## config.mk

```make
export PLATFORM = sky130hd
export DESIGN_NAME = div_4_flat
export DESIGN_NICKNAME = d
export VERILOG_FILES = /design/src/rtl/arith_pkg.sv /design/src/rtl/div_4_if.sv /design/src/rtl/sub_4.sv /design/src/rtl/div_4.sv /design/src/flat_wrapper.sv
export SDC_FILE = /design/constraint.sdc
export NUM_CORES = 1
export LEC_CHECK = 0
export ABC_CLOCK_PERIOD_IN_PS = 2700
export CORE_ASPECT_RATIO = 1.75
export CORE_MARGIN = 4
export CORE_UTILIZATION = 51
export CTS_CLUSTER_SIZE = 28
export DETAILED_ROUTE_END_ITERATION = 8
export GPL_TIMING_DRIVEN = 0
export PLACE_DENSITY = 0.76
export SETUP_SLACK_MARGIN = 0.3
export SKIP_CTS_REPAIR_TIMING = 1
export SYNTH_ARGS = -nofsm -noshare
export SYNTH_HDL_FRONTEND = slang
export SYNTH_SLANG_ARGS = --single-unit
export TNS_END_PERCENT = 10
```

## constraint.sdc

```tcl
create_clock -name clk -period 2.7 [get_ports clk]
set_input_delay 0.54 -clock clk [delete_from_list [all_inputs] [get_ports clk]]
set_output_delay 0.54 -clock clk [all_outputs]
set_load 0.05 [all_outputs]
```

## src/rtl/arith_pkg.sv

```systemverilog
// Shared arithmetic-lab package: datapath width, divider state encoding and
// the quotient returned for a divide by zero.
package arith_pkg;

    localparam int unsigned W = 4;

    typedef enum logic [1:0] {
        StIdle = 2'd0,
        StRun  = 2'd1,
        StDone = 2'd2
    } div_state_e;

    localparam logic [W-1:0] DZ_Q = 4'hF;

endpackage

```

## src/rtl/div_4_if.sv

```systemverilog
// Start/busy/done handshake bundle for the 4-bit divider.
//   start_in, a_in, b_in        : request and operands (master -> slave)
//   q_out, r_out, dz_out        : registered result (slave -> master)
//   busy_out, done_out          : status decoded from divider state
interface div_4_if;
    import arith_pkg::*;

    logic         start_in;
    logic [W-1:0] a_in;
    logic [W-1:0] b_in;
    logic [W-1:0] q_out;
    logic [W-1:0] r_out;
    logic         dz_out;
    logic         busy_out;
    logic         done_out;

    modport master (
        output start_in, a_in, b_in,
        input  q_out, r_out, dz_out, busy_out, done_out
    );

    modport slave (
        input  start_in, a_in, b_in,
        output q_out, r_out, dz_out, busy_out, done_out
    );

endinterface

```

## src/rtl/sub_4.sv

```systemverilog
// 4-bit borrow-ripple subtractor: d_out = a_in - b_in - br_in.
//   a_in, b_in : operands
//   br_in      : borrow into bit 0
//   d_out      : difference (modulo 2^W)
//   brp_out    : borrow out of the MSB (set when a_in < b_in + br_in)
module sub_4
    import arith_pkg::*;
(
    input  logic [W-1:0] a_in,
    input  logic [W-1:0] b_in,
    input  logic         br_in,
    output logic [W-1:0] d_out,
    output logic         brp_out
);

    logic [W:0] br;

    assign br[0] = br_in;

    // One full-subtractor cell per bit.
    for (genvar i = 0; i < W; i++) begin : g_cell
        assign d_out[i]  = a_in[i] ^ b_in[i] ^ br[i];
        assign br[i + 1] = (~a_in[i] & b_in[i]) | (~(a_in[i] ^ b_in[i]) & br[i]);
    end

    assign brp_out = br[W];

endmodule

```

## src/rtl/div_4.sv

```systemverilog
// Sequential 4-bit unsigned restoring divider, one quotient bit per cycle.
//   clk, rst : clock and asynchronous active-high reset
//   bus      : div_4_if slave (start/operands in, quotient/remainder/dz/busy/done out)
// A divide by zero skips RUN and reports q=DZ_Q, r=dividend, dz=1.
module div_4
    import arith_pkg::*;
(
    input  logic     clk,
    input  logic     rst,
    div_4_if.slave   bus
);

    div_state_e   state_q, state_d;
    logic [1:0]   cnt_q, cnt_d;
    logic [W-1:0] dvd_q, dvd_d;
    logic [W-1:0] dvs_q, dvs_d;
    logic [W:0]   pr_q, pr_d;
    logic [W-1:0] quo_q, quo_d;
    logic [W-1:0] q_q, q_d;
    logic [W-1:0] r_q, r_d;
    logic         dz_q, dz_d;

    logic [W:0]   t;
    logic [W-1:0] diff;
    logic         borrow;
    logic         take;

    // pr_q[W] is always zero after a step; kept for the 5-bit partial remainder.
    logic unused_pr_msb;
    assign unused_pr_msb = pr_q[W];

    assign t = {pr_q[W-1:0], dvd_q[W-1]};

    sub_4 u_sub (
        .a_in    (t[W-1:0]),
        .b_in    (dvs_q),
        .br_in   (1'b0),
        .d_out   (diff),
        .brp_out (borrow)
    );

    // t[W] set means t >= 16 > divisor, so the subtraction always succeeds.
    assign take = t[W] | ~borrow;

    always_comb begin
        state_d = state_q;
        cnt_d   = cnt_q;
        dvd_d   = dvd_q;
        dvs_d   = dvs_q;
        pr_d    = pr_q;
        quo_d   = quo_q;
        q_d     = q_q;
        r_d     = r_q;
        dz_d    = dz_q;

        unique case (state_q)
            StIdle, StDone: begin
                state_d = StIdle;
                if (bus.start_in) begin
                    if (bus.b_in != '0) begin
                        dvd_d   = bus.a_in;
                        dvs_d   = bus.b_in;
                        pr_d    = '0;
                        quo_d   = '0;
                        cnt_d   = 2'd3;
                        state_d = StRun;
                    end else begin
                        q_d     = DZ_Q;
                        r_d     = bus.a_in;
                        dz_d    = 1'b1;
                        state_d = StDone;
                    end
                end
            end
            StRun: begin
                dvd_d = {dvd_q[W-2:0], 1'b0};
                pr_d  = take ? {1'b0, diff} : t;
                quo_d = {quo_q[W-2:0], take};
                cnt_d = cnt_q - 2'd1;
                if (cnt_q == 2'd0) begin
                    q_d     = quo_d;
                    r_d     = pr_d[W-1:0];
                    dz_d    = 1'b0;
                    state_d = StDone;
                end
            end
            default: state_d = StIdle;
        endcase
    end

    always_ff @(posedge clk or posedge rst) begin
        if (rst) begin
            state_q <= StIdle;
            cnt_q   <= '0;
            dvd_q   <= '0;
            dvs_q   <= '0;
            pr_q    <= '0;
            quo_q   <= '0;
            q_q     <= '0;
            r_q     <= '0;
            dz_q    <= 1'b0;
        end else begin
            state_q <= state_d;
            cnt_q   <= cnt_d;
            dvd_q   <= dvd_d;
            dvs_q   <= dvs_d;
            pr_q    <= pr_d;
            quo_q   <= quo_d;
            q_q     <= q_d;
            r_q     <= r_d;
            dz_q    <= dz_d;
        end
    end

    assign bus.q_out    = q_q;
    assign bus.r_out    = r_q;
    assign bus.dz_out   = dz_q;
    assign bus.busy_out = (state_q == StRun);
    assign bus.done_out = (state_q == StDone);

endmodule

```

## src/flat_wrapper.sv

```systemverilog
// flat-port wrapper written by rule: the top's interface ports become plain ports
module div_4_flat import arith_pkg::*;
  (clk, rst, bus_start_in, bus_a_in, bus_b_in, bus_q_out, bus_r_out, bus_dz_out, bus_busy_out, bus_done_out);
  div_4_if bus_i ();
  input  logic clk;
  input  logic rst;
  input wire logic [$bits(bus_i.start_in)-1:0] bus_start_in;
  input wire logic [$bits(bus_i.a_in)-1:0] bus_a_in;
  input wire logic [$bits(bus_i.b_in)-1:0] bus_b_in;
  output wire logic [$bits(bus_i.q_out)-1:0] bus_q_out;
  output wire logic [$bits(bus_i.r_out)-1:0] bus_r_out;
  output wire logic [$bits(bus_i.dz_out)-1:0] bus_dz_out;
  output wire logic [$bits(bus_i.busy_out)-1:0] bus_busy_out;
  output wire logic [$bits(bus_i.done_out)-1:0] bus_done_out;
  assign bus_i.start_in = bus_start_in;
  assign bus_i.a_in = bus_a_in;
  assign bus_i.b_in = bus_b_in;
  assign bus_q_out = bus_i.q_out;
  assign bus_r_out = bus_i.r_out;
  assign bus_dz_out = bus_i.dz_out;
  assign bus_busy_out = bus_i.busy_out;
  assign bus_done_out = bus_i.done_out;
  div_4 u_core (.clk(clk), .rst(rst), .bus(bus_i));
endmodule
```

# After elaboration in Yosys (flattened, before gate mapping)
# Cells that the tools add are included.
[totals] inputBits=11 word_cells=79 reg_bits=28 output_inout_bits=11
[classes] n_eq_ne=6 n_addsub=1 n_reduce_logical=8 bitwise=26 n_mux=29
[ops] op="4-bit 2-to-1 mux" count=11
[ops] op="4-bit one-hot mux with 2 select lines" count=4
[ops] op="2-bit 2-to-1 mux" count=5
[ops] op="1-bit inverter" count=8
[ops] op="2-bit one-hot mux with 2 select lines" count=2
[ops] op="1-bit AND" count=7
[ops] op="1-bit bitwise XOR" count=7
[ops] op="3-bit 2-to-1 mux" count=2
[ops] op="3-bit one-hot mux with 2 select lines" count=1
[ops] op="3-bit AND reduction" count=2
[ops] op="2-bit logical NOT" count=2
[ops] op="2-bit by 1-bit inequality test with 1-bit output, second input constant" count=2
[ops] op="2-bit inequality test, second input constant" count=2
[ops] op="1-bit bitwise OR" count=4
[ops] op="4-bit AND reduction" count=1
[ops] op="4-bit nonzero test" count=1
[ops] op="1-bit 2-to-1 mux" count=3
[ops] op="2-bit by 1-bit == test with 1-bit output, second input constant" count=1
[ops] op="2-bit == test, second input constant" count=1
[ops] op="1-bit one-hot mux with 2 select lines" count=1
[ops] op="2-bit nonzero test" count=1
[ops] op="2-bit OR reduction" count=1
[ops] op="2-bit by 1-bit subtractor with 2-bit output, second input constant" count=1

# Longest topological paths before layout
# Gate-level depths: netlist (run 1).
[depth] depth_word=13 ltp_mapped=11 mapped_depth_nobuf=10

# Cells and area by module
# A second synthesis (run 1) with hierarchy kept.
[unflattened] hier_cells=136 hier_area_um2=1395.1
[by_module_without_submodules] module="div_4" seq_area_each_um2=700.7 cells_each=122 instances=1 area_each_um2=1277.5
[by_module_without_submodules] module="sub_4" seq_area_each_um2=0.0 cells_each=14 instances=1 area_each_um2=117.6

# Worst setup path after synthesis (run 1)
# Ideal clock, no wire load.
[synth_timing] path_kind="register to register" start="reg u_core.dvs_q[0]" end="reg u_core.r_q[3], in the netlist u_core.bus.r_out[3]" setup_ns=0.125 arrival_time_ns=2.218 stages_incl_launch_ff=9 synth_period_minus_slack_ns=2.342 setup_slack_ns=0.358 t_required_ns=2.575 n_path_buf=0 path_cell_list="dfrtp_1 -> ha_1 -> fa_1 -> fa_1 -> inv_1 -> fa_1 -> mux2i_1 -> o21ai_0 -> mux2_2"
[synth_via] elab_chain_len=12 elab_cells_between_ends=13 cone_classes="mux: 3; bitwise: 10"
[synth_lines] element="from (decl)" line="div_4.sv:16" rtl="logic [W-1:0] dvs_q, dvs_d;"
[synth_lines] element="from (signal assigned)" line="div_4.sv:106" rtl="dvs_q <= dvs_d;"
[synth_lines] element="1-bit AND (*) (2 in series)" line="sub_4.sv:23" rtl="assign br[i + 1] = (~a_in[i] & b_in[i]) | (~(a_in[i] ^ b_in[i]) & br[i]);"
[synth_lines] element="1-bit bitwise OR (*)" line="sub_4.sv:23"
[synth_lines] element="1-bit AND (*)" line="sub_4.sv:23"
[synth_lines] element="1-bit bitwise OR (*)" line="sub_4.sv:23"
[synth_lines] element="1-bit AND" line="sub_4.sv:23"
[synth_lines] element="1-bit bitwise OR" line="sub_4.sv:23"
[synth_lines] element="1-bit inverter" line="div_4.sv:43" rtl="assign take = t[W] | ~borrow;"
[synth_lines] element="1-bit bitwise OR" line="div_4.sv:43"
[synth_lines] element="4-bit 2-to-1 mux (*)" line="div_4.sv:77" rtl="pr_d = take ? {1'b0, diff} : t;"
[synth_lines] element="4-bit 2-to-1 mux (*)" line="div_4.sv:80" rtl="if (cnt_q == 2'd0) begin"
[synth_lines] element="4-bit one-hot mux with 2 select lines (*)" line="div_4.sv:56" rtl="unique case (state_q)"
[synth_lines] element="to (signal assigned)" line="div_4.sv:110" rtl="r_q <= r_d;"
[synth_lines] element="to (decl)" line="div_4.sv:20" rtl="logic [W-1:0] r_q, r_d;"
# Every way passes the cells marked *; elsewhere a longest branch is shown, timed or not. The select of a mux whose other input is x is not followed.
# A chain may end at the register's enable or synchronous reset.

# Final worst setup path (run 1)
# Ends and elaborated chain as after synthesis.

==> impl_metrics.py, run 1 <==
metrics = {
    "sta": {
        "setup_viol_count_final": 0,
        "tightest_slew_ps": 1015,
        "min_period_ps": 2420,
        "max_freq_mhz": 413.3,
        "hold_viol": 0,
        "slew_headroom_pct": 32.23,
        "maxSlewViolCount": 0,
        "rsz0062_at_grt": "yes",
        "clock_skew_ps": 2.568,
        "period_share_pct": 89.62,
    },
    "setup_path": {
        "critical_path_class": "flop to flop",
        "slowest_stage": "fa_2",
        "end_kind": "flop",
        "worstPathRequired_ps": 2870,
        "critPathMaxStageDelay_ps": 430,
        "cpMostUsedCell": "fa_2",
        "start_kind": "flop",
        "cp_max_fo": 2,
        "cp.arrival_ps": 2590,
        "path_cells": "ha_2 > fa_2 > fa_2 > inv_1 > fa_2 > mux2i_1 > o21ai_1 > mux2_2",
    },
    "clock_network": {
        "htree_levels": 1,
        "clock_path_buffers": 2,
        "clkTransAtPathRegs_ps": 90,
        "clkSinkCount": 28,
        "numCtsBuffers": 3,
        "clockRootBuffer": "clkbuf_8",
        "cts_tree": "done",
        "worstSkewPairLatency_ps": 270,
    },
    "yosys": {
        "synth_edf_count": 0,
        "yosysTopAreaCellShare_pct": 53.64,
        "synth_seq_cells": 28,
        "ys.flop_type": "dfrtp_1",
        "synth_nets": 133,
        "avgSynthCellArea_um2": 11.16,
        "synth_top_area_cell": "dfrtp_1",
        "yosys_warnings": 0,
        "syn_inst": 117,
        "seq_area_frac_synth_pct": 53.64,
        "synth_area_leaders": "dfrtp_1 54%, nand2_1 4.9%, fa_1 4.6%",
        "yosys-top-cells-count": "28 x dfrtp_1, 17 x nand2_1, 9 x o21ai_0",
        "ys_types": 31,
        "async_flop_share_pct": 100.0,
        "synth_most_common_cell": "dfrtp_1",
        "syn_area_um2": 1306,
    },
    "global_route": {
        "track_usage_pct": 17.31,
        "antenna_found_initial": 0,
        "grt_pass1_wl_um": 4326,
        "grt_pass1_vias": 941,
        "grt_max_degree": 29,
        "grt_remaining_overflow": 0,
    },
    "routing": {
        "via_per_inst": 5.427,
        "ant_nets": 0,
        "num_vias": 928,
        "wirelength_um": 2588,
        "drt_iter0_drc": 26,
        "drc_errors": 0,
        "firstDrtPassIters": 4,
        "wl_per_cell_um": 15.13,
    },
    "placement": {
        "place_inst": 164,
        "port_buffers": 21,
        "finalWeightedCongestion": 0.8225,
        "dp_hpwl_um": 1990,
        "placed_area_um2": 1549,
    },
    "final_layout": {
        "layout-drive-gt1-share_pct": 21.38,
        "stdcell_area_um2": 1665,
        "stdcell_count": 171,
        "insertedDiodeCount": 0,
        "area_growth_pct": 27.49,
        "nets": 162,
    },
    "power": {
        "leakagePower_uw": 0.0007268,
        "peakVddDrop_mv": 0.9638,
        "powerDensity_nw_per_um2": 1483,
    },
    "floorplanning": {
        "io_pins": 22,
        "fp-row-count": 24,
        "die_y_um": 74.95,
        "core_area_um2": 2462,
        "dieArea_um2": 3467,
        "start_util_pct": 53.05,
        "die_x_um": 46.26,
    },
    "worst_hold_path": {
        "hp-class": "flop to flop",
    },
    "flow_run": {
        "maxCapViolCount": 0,
    },
    "status": {
        "status": "completed",
    },
}
## registers in the layout (all words and copies together), names as in the netlist
signal             flops
u_core.bus.q_out       4
u_core.bus.r_out       4
u_core.dvd_q           4
u_core.dvs_q           4
u_core.pr_q            4
u_core.quo_q           3
u_core.cnt_q           2
u_core.state_q         2
u_core.bus.dz_out      1
## placed cells by master, fill, tap and decap left out, types with 2 or more instances in the layout
cell,n
o22ai_1,3
dfrtp_1,28
o31ai_1,2
o21ai_0,8
nand2_1,17
buf_2,2
mux2_2,4
o211ai_1,3
buf_4,4
nor2_2,2
o22a_2,3
nor2_1,7
mux2i_1,5
fa_2,3
inv_1,8
clkdlybuf4s50_1,20
clkbuf_8,3
a31oi_1,3
## metal layers
layer,vias up,GRT usage [%],routed length (µm)
met5,-,0,0
met4,0,7.911,41
met3,5,2.632,87
met2,21,29.60,1467
met1,446,20.66,992
li1,456,-,-
## worst max-delay path, delay by kind of cell, from the launching register on
kind,cells,cell delay [ps]
adders and majority gates,4,1300
muxes,2,460
DFF,1,400
buffers and inverters,1,80
AOI/OAI and AO/OA,1,80
## where the power goes
part,total [µW],internal [µW],switching [µW]
Sequential,737,620,118
Clock,328,198,130
Combinational,1400,590,813
Total,2470,1410,1060
## logic make-up after synthesis
family,count (synthesis),share of synthesized area [%]
flip-flops,28,53.64
AND/OR/NAND/NOR,32,12.36
multiplexers,9,7.280
buffers and inverters,15,5.363
AO/OA/AOI/OAI,28,14.85
adder cells (fa/ha/maj),5,6.513
## worst paths after layout
check | from | end | slack [ps] | depth (start not counted)
max in group asynchronous | rst | u_core.state_q[0] | 1290 | 2
worst min register to register | u_core.bus.q_out[3] | u_core.bus.q_out[3] | 490 | 1
worst max-delay path | u_core.dvs_q[0] | u_core.bus.r_out[3] | 280 | 8
worst max register to register | u_core.dvs_q[0] | u_core.bus.r_out[3] | 280 | 8
min in group asynchronous | rst | u_core.quo_q[2] | 800 | 2
worst min-delay path | u_core.bus.q_out[3] | u_core.bus.q_out[3] | 490 | 1
## through the flow
step / total power (µW) / setup WS [ps] / util, % / setup TNS [ps] / hold slack [ps]
2_1_floorplan: 1669 / 357.8 / - / 0 / 449.2
3_5_place_dp: 2040 / 142.2 / 62.91 / 0 / 475.6
6_report: 2469 / 280.4 / 67.63 / 0 / 493.4
3_3_place_gp: 1987 / 192.4 / 62.91 / 0 / 464.1
5_1_grt: 2658 / 182.8 / 67.63 / 0 / 523.0
4_1_cts: 2379 / -46.19 / 65.80 / -46.19 / 497.2
## layout make-up
class,count,area (µm²)
Sequential cell,28,700.7
Tap cell,26,32.53
Fill cell,196,797.0
Multi-Input combinational cell,74,554.3
Timing Repair Buffer,24,235.2
Buffer,6,37.54
Clock buffer,3,41.29
Clock inverter,1,30.03
Inverter,9,33.78
Note: power is estimated with default switching activity, not from simulation.
==> run 2: changes to the inputs <==
--- a/config.mk
+++ b/config.mk
@@ -8,11 +8,12 @@
 export ABC_CLOCK_PERIOD_IN_PS = 2700
 export CORE_ASPECT_RATIO = 1.75
 export CORE_MARGIN = 4
-export CORE_UTILIZATION = 51
+export CORE_UTILIZATION = 45
+export CTS_BUF_LIST = sky130_fd_sc_hd__clkbuf_16
 export CTS_CLUSTER_SIZE = 28
 export DETAILED_ROUTE_END_ITERATION = 8
 export GPL_TIMING_DRIVEN = 0
-export PLACE_DENSITY = 0.76
+export PLACE_DENSITY = 0.68
 export SETUP_SLACK_MARGIN = 0.3
 export SKIP_CTS_REPAIR_TIMING = 1
 export SYNTH_ARGS = -nofsm -noshare
==> run 2 against run 1 <==
Net effect: final cell count down 0.58%; utilization down 6.5 points; via count up 1.2%; clock skew up 1.1 ps; register-to-register slack worse by 80 ps; combinational power about the same; non-clock buffer count down 2; sequential power about the same; fmax down 3.2%; sequential share of layout area down 0.44 points; first-iteration DRC count down 3.8%; largest power group unchanged.
==> impl_metrics.py, run 2 (synthesis gave the netlist of run 1 again) <==
metrics = {
    "status": {
        "status": "completed",
    },
    "setup_path": {
        "cp_max_fo": 3,
        "critical_path_class": "flop to flop",
        "slowest_stage": "fa_2",
        "start_kind": "flop",
        "crit_start": "u_core.dvd_q[3]",
        "critPathMaxStageDelay_ps": 440,
        "cp.arrival_ps": 2650,
        "reg2reg_from": "u_core.dvd_q[3]",
        "end_kind": "flop",
        "path_cells": "inv_1 > ha_1 > fa_2 > fa_2 > inv_1 > fa_2 > mux2i_2 > o21ai_1 > mux2_2",
        "r2r_slack_ps": 200,
        "cpMostUsedCell": "fa_2",
        "worstPathRequired_ps": 2850,
    },
    "routing": {
        "wl_per_cell_um": 15.56,
        "ant_nets": 0,
        "wirelength_um": 2646,
        "via_per_inst": 5.524,
        "num_vias": 939,
        "firstDrtPassIters": 4,
        "drc_errors": 0,
        "drt_iter0_drc": 25,
    },
    "clock_network": {
        "clockRootBuffer": "clkbuf_16",
        "clock_path_buffers": 2,
        "clkTransAtPathRegs_ps": 70,
        "htree_levels": 1,
        "worstSkewPairLatency_ps": 260,
        "numCtsBuffers": 3,
        "cts_tree": "done",
        "clkSinkCount": 28,
    },
    "sta": {
        "hold_viol": 0,
        "whs_ps": 480.6,
        "rsz0062_at_grt": "yes",
        "setup_viol_count_final": 0,
        "maxSlewViolCount": 0,
        "slew_headroom_pct": 29.33,
        "period_share_pct": 92.57,
        "min_period_ps": 2499,
        "tightest_slew_ps": 1059,
        "fin_tns_setup_ps": 0,
        "max_freq_mhz": 400.1,
        "clock_skew_ps": 3.717,
    },
    "placement": {
        "dp_hpwl_um": 2018,
        "finalWeightedCongestion": 0.7851,
        "port_buffers": 21,
        "place_inst": 165,
    },
    "floorplanning": {
        "dieArea_um2": 3862,
        "die_y_um": 79.27,
        "fp-row-count": 25,
        "die_x_um": 48.73,
        "io_pins": 22,
        "start_util_pct": 47.45,
        "core_area_um2": 2753,
    },
    "global_route": {
        "antenna_found_initial": 0,
        "grt_remaining_overflow": 0,
        "track_usage_pct": 14.75,
        "grt_max_degree": 29,
        "grt_pass1_wl_um": 4464,
        "grt_pass1_vias": 1004,
    },
    "final_layout": {
        "insertedDiodeCount": 0,
        "nets": 160,
        "area_growth_pct": 28.83,
        "final_cell_mix": "28 x dfrtp_1, 20 x clkdlybuf4s50_1, 17 x nand2_1, 8 x o21ai_0, 8 x inv_1",
        "layout-drive-gt1-share_pct": 19.58,
        "stdcell_count": 170,
        "final_common_cell": "dfrtp_1",
        "fin_util_pct": 61.14,
    },
    "power": {
        "power_uw": 2547,
        "peakVddDrop_mv": 0.7975,
        "leakagePower_uw": 0.0007343,
        "powerDensity_nw_per_um2": 1514,
    },
    "worst_hold_path": {
        "hp-start": "u_core.dvd_q[0]",
        "hp-class": "flop to flop",
    },
    "flow_run": {
        "maxCapViolCount": 0,
    },
}
## run 2: cell count changes in the layout (fill, tap and decap cells not counted)
cell       change
mux2i_1        -1
clkbuf_16      +3
buf_2          -1
ha_1           +1
buf_4          -1
a31oi_2        -1
a31oi_1        +1
clkbuf_8       -3
ha_2           -1
mux2i_2        +1
## run 2: cell type report
type / count / area, µm²
fillers: 240 / 1070
multi-input cells: 74 / 549.3
clock inverters: 1 / 30.03
clock buffers: 3 / 75.07
well taps: 27 / 33.78
flip-flops and latches: 28 / 700.7
plain buffers: 6 / 40.04
inverters: 9 / 33.78
repair buffers: 22 / 220.2
## run 2: report_power, final
| group | internal, µW | switching [µW] | total, µW |
|---|---|---|---|
| logic | 561 | 815 | 1380 |
| registers | 621 | 116 | 737 |
| clock network | 295 | 138 | 434 |
| total | 1480 | 1070 | 2550 |
## run 2: metrics by stage
| stage | cell area [µm²] | worst slack (ps) |
|---|---|---|
| 2_1_floorplan | 1306 | 357.8 |
| 3_3_place_gp | 1550 | 176.7 |
| 3_5_place_dp | 1550 | 124.4 |
| 4_1_cts | 1655 | -21.31 |
| 5_1_grt | 1683 | 126.6 |
| 6_report | 1683 | 200.6 |
## run 2: metal layers
layer	part of all wire [%]	track usage, %
met4	1.5	7.278
met2	57	27.62
met1	37	15.69
met3	4.6	1.876
met5	0	0
## run 2: path summary, 6_finish.rpt
kind	endpoint	depth (start not counted)
max in group asynchronous	u_core.bus.dz_out	2
hold / removal	u_core.dvd_q[1]	2
setup reg to reg	u_core.bus.r_out[3]	9
min in group asynchronous	u_core.bus.q_out[2]	2
setup / recovery	u_core.bus.r_out[3]	9
hold reg to reg	u_core.dvd_q[1]	2
## run 2: critical path: cells and delay by family (launching register included)
kind / cells / cell delay, ps
AO/OA/AOI/OAI: 1 / 90
adder cells (fa/ha/maj): 4 / 1300
buffers and inverters: 2 / 140
flip-flops: 1 / 380
multiplexers: 2 / 480
==> RTL edit (settings of run 1) <==
The 3 states of `div_state_e` get a one-hot encoding in 3 bits.
--- a/src/rtl/arith_pkg.sv
+++ b/src/rtl/arith_pkg.sv
@@ -4,10 +4,10 @@
 
     localparam int unsigned W = 4;
 
-    typedef enum logic [1:0] {
-        StIdle = 2'd0,
-        StRun  = 2'd1,
-        StDone = 2'd2
+    typedef enum logic [2:0] {
+        StIdle = 3'b001,
+        StRun  = 3'b010,
+        StDone = 3'b100
     } div_state_e;
 
     localparam logic [W-1:0] DZ_Q = 4'hF;
Behaviour: same outputs for any inputs over 10 cycles, from zero or initial values and one cycle with rst high; not proved beyond that.
==> RTL edit against run 1 <==
Worst setup slack worse by 24 ps; synthesized cell count is 4.3% higher; area after synthesis is 11% higher; power is 13% lower; sequential cell count is 1 higher; critical path depth is 2 higher; largest cell class unchanged; routed wire length is 21% higher; highest routed layer unchanged; final area is 6.6% higher; sequential power is 0.7% higher; largest power group unchanged.
==> RTL edit: results (changes against run 1) <==
stage	metric	value	unit	change
run_status	status	complete, no violations		
min_path	Hold Path Stages	1		unchanged
global_route	GR Util met2	31.94	%	+2.3 points
routing	Pre-Repair DR Iteration Count	4		unchanged
routing	initial drt markers	10		-62%
worst_setup_path	R2R cell count	10		+2
global_route	routing usage on met1	23.22	%	+2.6 points
clocking	Max clock buf depth	2		unchanged
global_route	largest net degree at the start of global routing	30		+3.4%
worst_setup_path	crit-path max FO	7		+5
worst_setup_path	Reg-to-Reg End	u_core.pr_q[2]		
global_route	gr usage total	19.74	%	+2.4 points
place	gpl congestion	0.7876		-4.2%
power	Peak VDD IR	0.0007384	V	-23%
yosys	Avg Cell Area, Syn	11.85	sq um	+6.1%
yosys	Synth top cells by count	dfrtp_1 (28), inv_1 (13), mux2i_1 (8)		
yosys	Net Count, Synth	138		+3.8%
clocking	clock network latency to the later pin of the worst-skew pair	290	ps	+20 ps
timing	Fin Clk Skew	7.396	ps	+4.827 ps
finish	# diodes	0		unchanged
yosys	Compound-Gate Fraction of Synth Area	15.58	%	+0.74 points
yosys	mux share of post-synthesis cell area	11.26	%	+4.0 points
clocking	Clock transition at path regs	60	ps	-30 ps
power	leakage	0.8105	nW	+12%
place	placed cell count	170		+3.7%
yosys	async set-or-reset flop fraction in the synthesized netlist	100.0	%	unchanged
clocking	Root Driver	clkbuf_8		
min_path	Hold Startpoint	u_core.dvs_q[0]		
yosys	library cells used by synthesis	45		+45%
worst_setup_path	flop2flop setup slack	260	ps	-20 ps
global_route	initial antenna violation count	0		unchanged
global_route	total gr overflow	0		unchanged
global_route	GRT met3 Usage	4.817	%	+2.2 points
global_route	number of global-route vias before repair	1158		+23%
routing	Vias/cell	5.904		+8.8%
timing	relative slew slack	25.98	%	-6.3 points
place	post-DP HPWL	2315	microns	+16%
worst_setup_path	worst r2r src	u_core.dvd_q[3]		
yosys	post-synthesis xor/xnor area fraction	1.732	%	+1.7 points
yosys	sequential element share of the synthesized area	50.30	%	-3.3 points
global_route	first-pass GRT wire length	5188	microns	+20%
yosys	Synth area leaders	dfrtp_1 (48%), mux2i_1 (5.5%), fa_1 (4.2%)		
min_path	Hold WC Path Type	register to register		
routing	DR vias	1051		+13%
clocking	H-tree Lvls	2		+1
yosys	adder-cell share of the synthesized area	5.887	%	-0.63 points
finish	layout cells sized above 1	16.56	%	-4.8 points
clocking	cts bufs inserted	5		+2
place	IO Port Bufs	21		unchanged
routing	WL/cell	17.66	microns	+17%
min_path	end of the worst hold path	u_core.dvs_q[0]		
yosys	synth warn	0		unchanged
[RTL edit: stage by stage]
stage | total power, mW | cell area (sq um) | worst slack (ps) | hold slack [ps]
final | 2.154 | 1775 | 256.7 | 494.4
after floorplan | 1.483 | 1445 | 472.8 | 464.9
after global placement | 1.746 | 1689 | 82.18 | 472.4
after global routing | 2.301 | 1775 | 168.9 | 522.8
after detailed placement | 1.798 | 1689 | 90.48 | 483.6
after CTS | 2.151 | 1772 | -239.2 | 497.8
[RTL edit: critical path, stage by stage (launching register included)]
cell,delay (ps)
dfrtp_1,390
inv_2,60
ha_1,150
fa_2,200
fa_1,180
inv_1,60
fa_2,390
or2_0,220
buf_4,160
o211ai_1,270
a21bo_1,250
[RTL edit: how the worst max path moves through the flow]
stage | startpoint | endpoint | slack, ps | depth (start not counted)
floorplan | u_core.dvs_q[0] | u_core.bus.r_out[3] | 470 | 9
global placement | u_core.state_q[2] | bus_busy_out | 80 | 5
detailed placement | u_core.state_q[2] | bus_busy_out | 90 | 5
CTS | u_core.state_q[2] | bus_busy_out | -240 | 5
global route | u_core.dvd_q[3] | u_core.pr_q[2] | 170 | 10
finish | u_core.dvd_q[3] | u_core.pr_q[2] | 260 | 10
[RTL edit: final cells by class]
cell class | count | area (sq um)
Timing Repair Buffer | 21 | 205.2
Inverter | 15 | 56.30
Sequential cell | 29 | 726.9
Clock inverter | 2 | 10.01
Buffer | 6 | 38.79
Multi-Input combinational cell | 72 | 631.9
Tap cell | 27 | 33.78
Clock buffer | 6 | 72.57
Fill cell | 232 | 945.9
[RTL edit: power breakdown]
group          switching (mW)  internal [mW]  leakage, nW
clock network           0.165          0.178       0.0450
logic                   0.632          0.438        0.422
registers               0.123          0.619        0.343
[RTL edit: per-layer routing]
| layer | part of all wire, % | vias to the layer above |
|---|---|---|
| met2 | 53 | 28 |
| li1 | - | 492 |
| met4 | 2.3 | 0 |
| met5 | 0 | - |
| met1 | 40 | 524 |
| met3 | 4.7 | 7 |
[RTL edit: cells by family after synthesis]
| family | Yosys count |
|---|---|
| AND/OR/NAND/NOR | 20 |
| multiplexers | 15 |
| XOR/XNOR | 2 |
| flip-flops | 29 |
| AO/OA/AOI/OAI | 30 |
| buffers and inverters | 21 |
| adder cells (fa/ha/maj) | 5 |
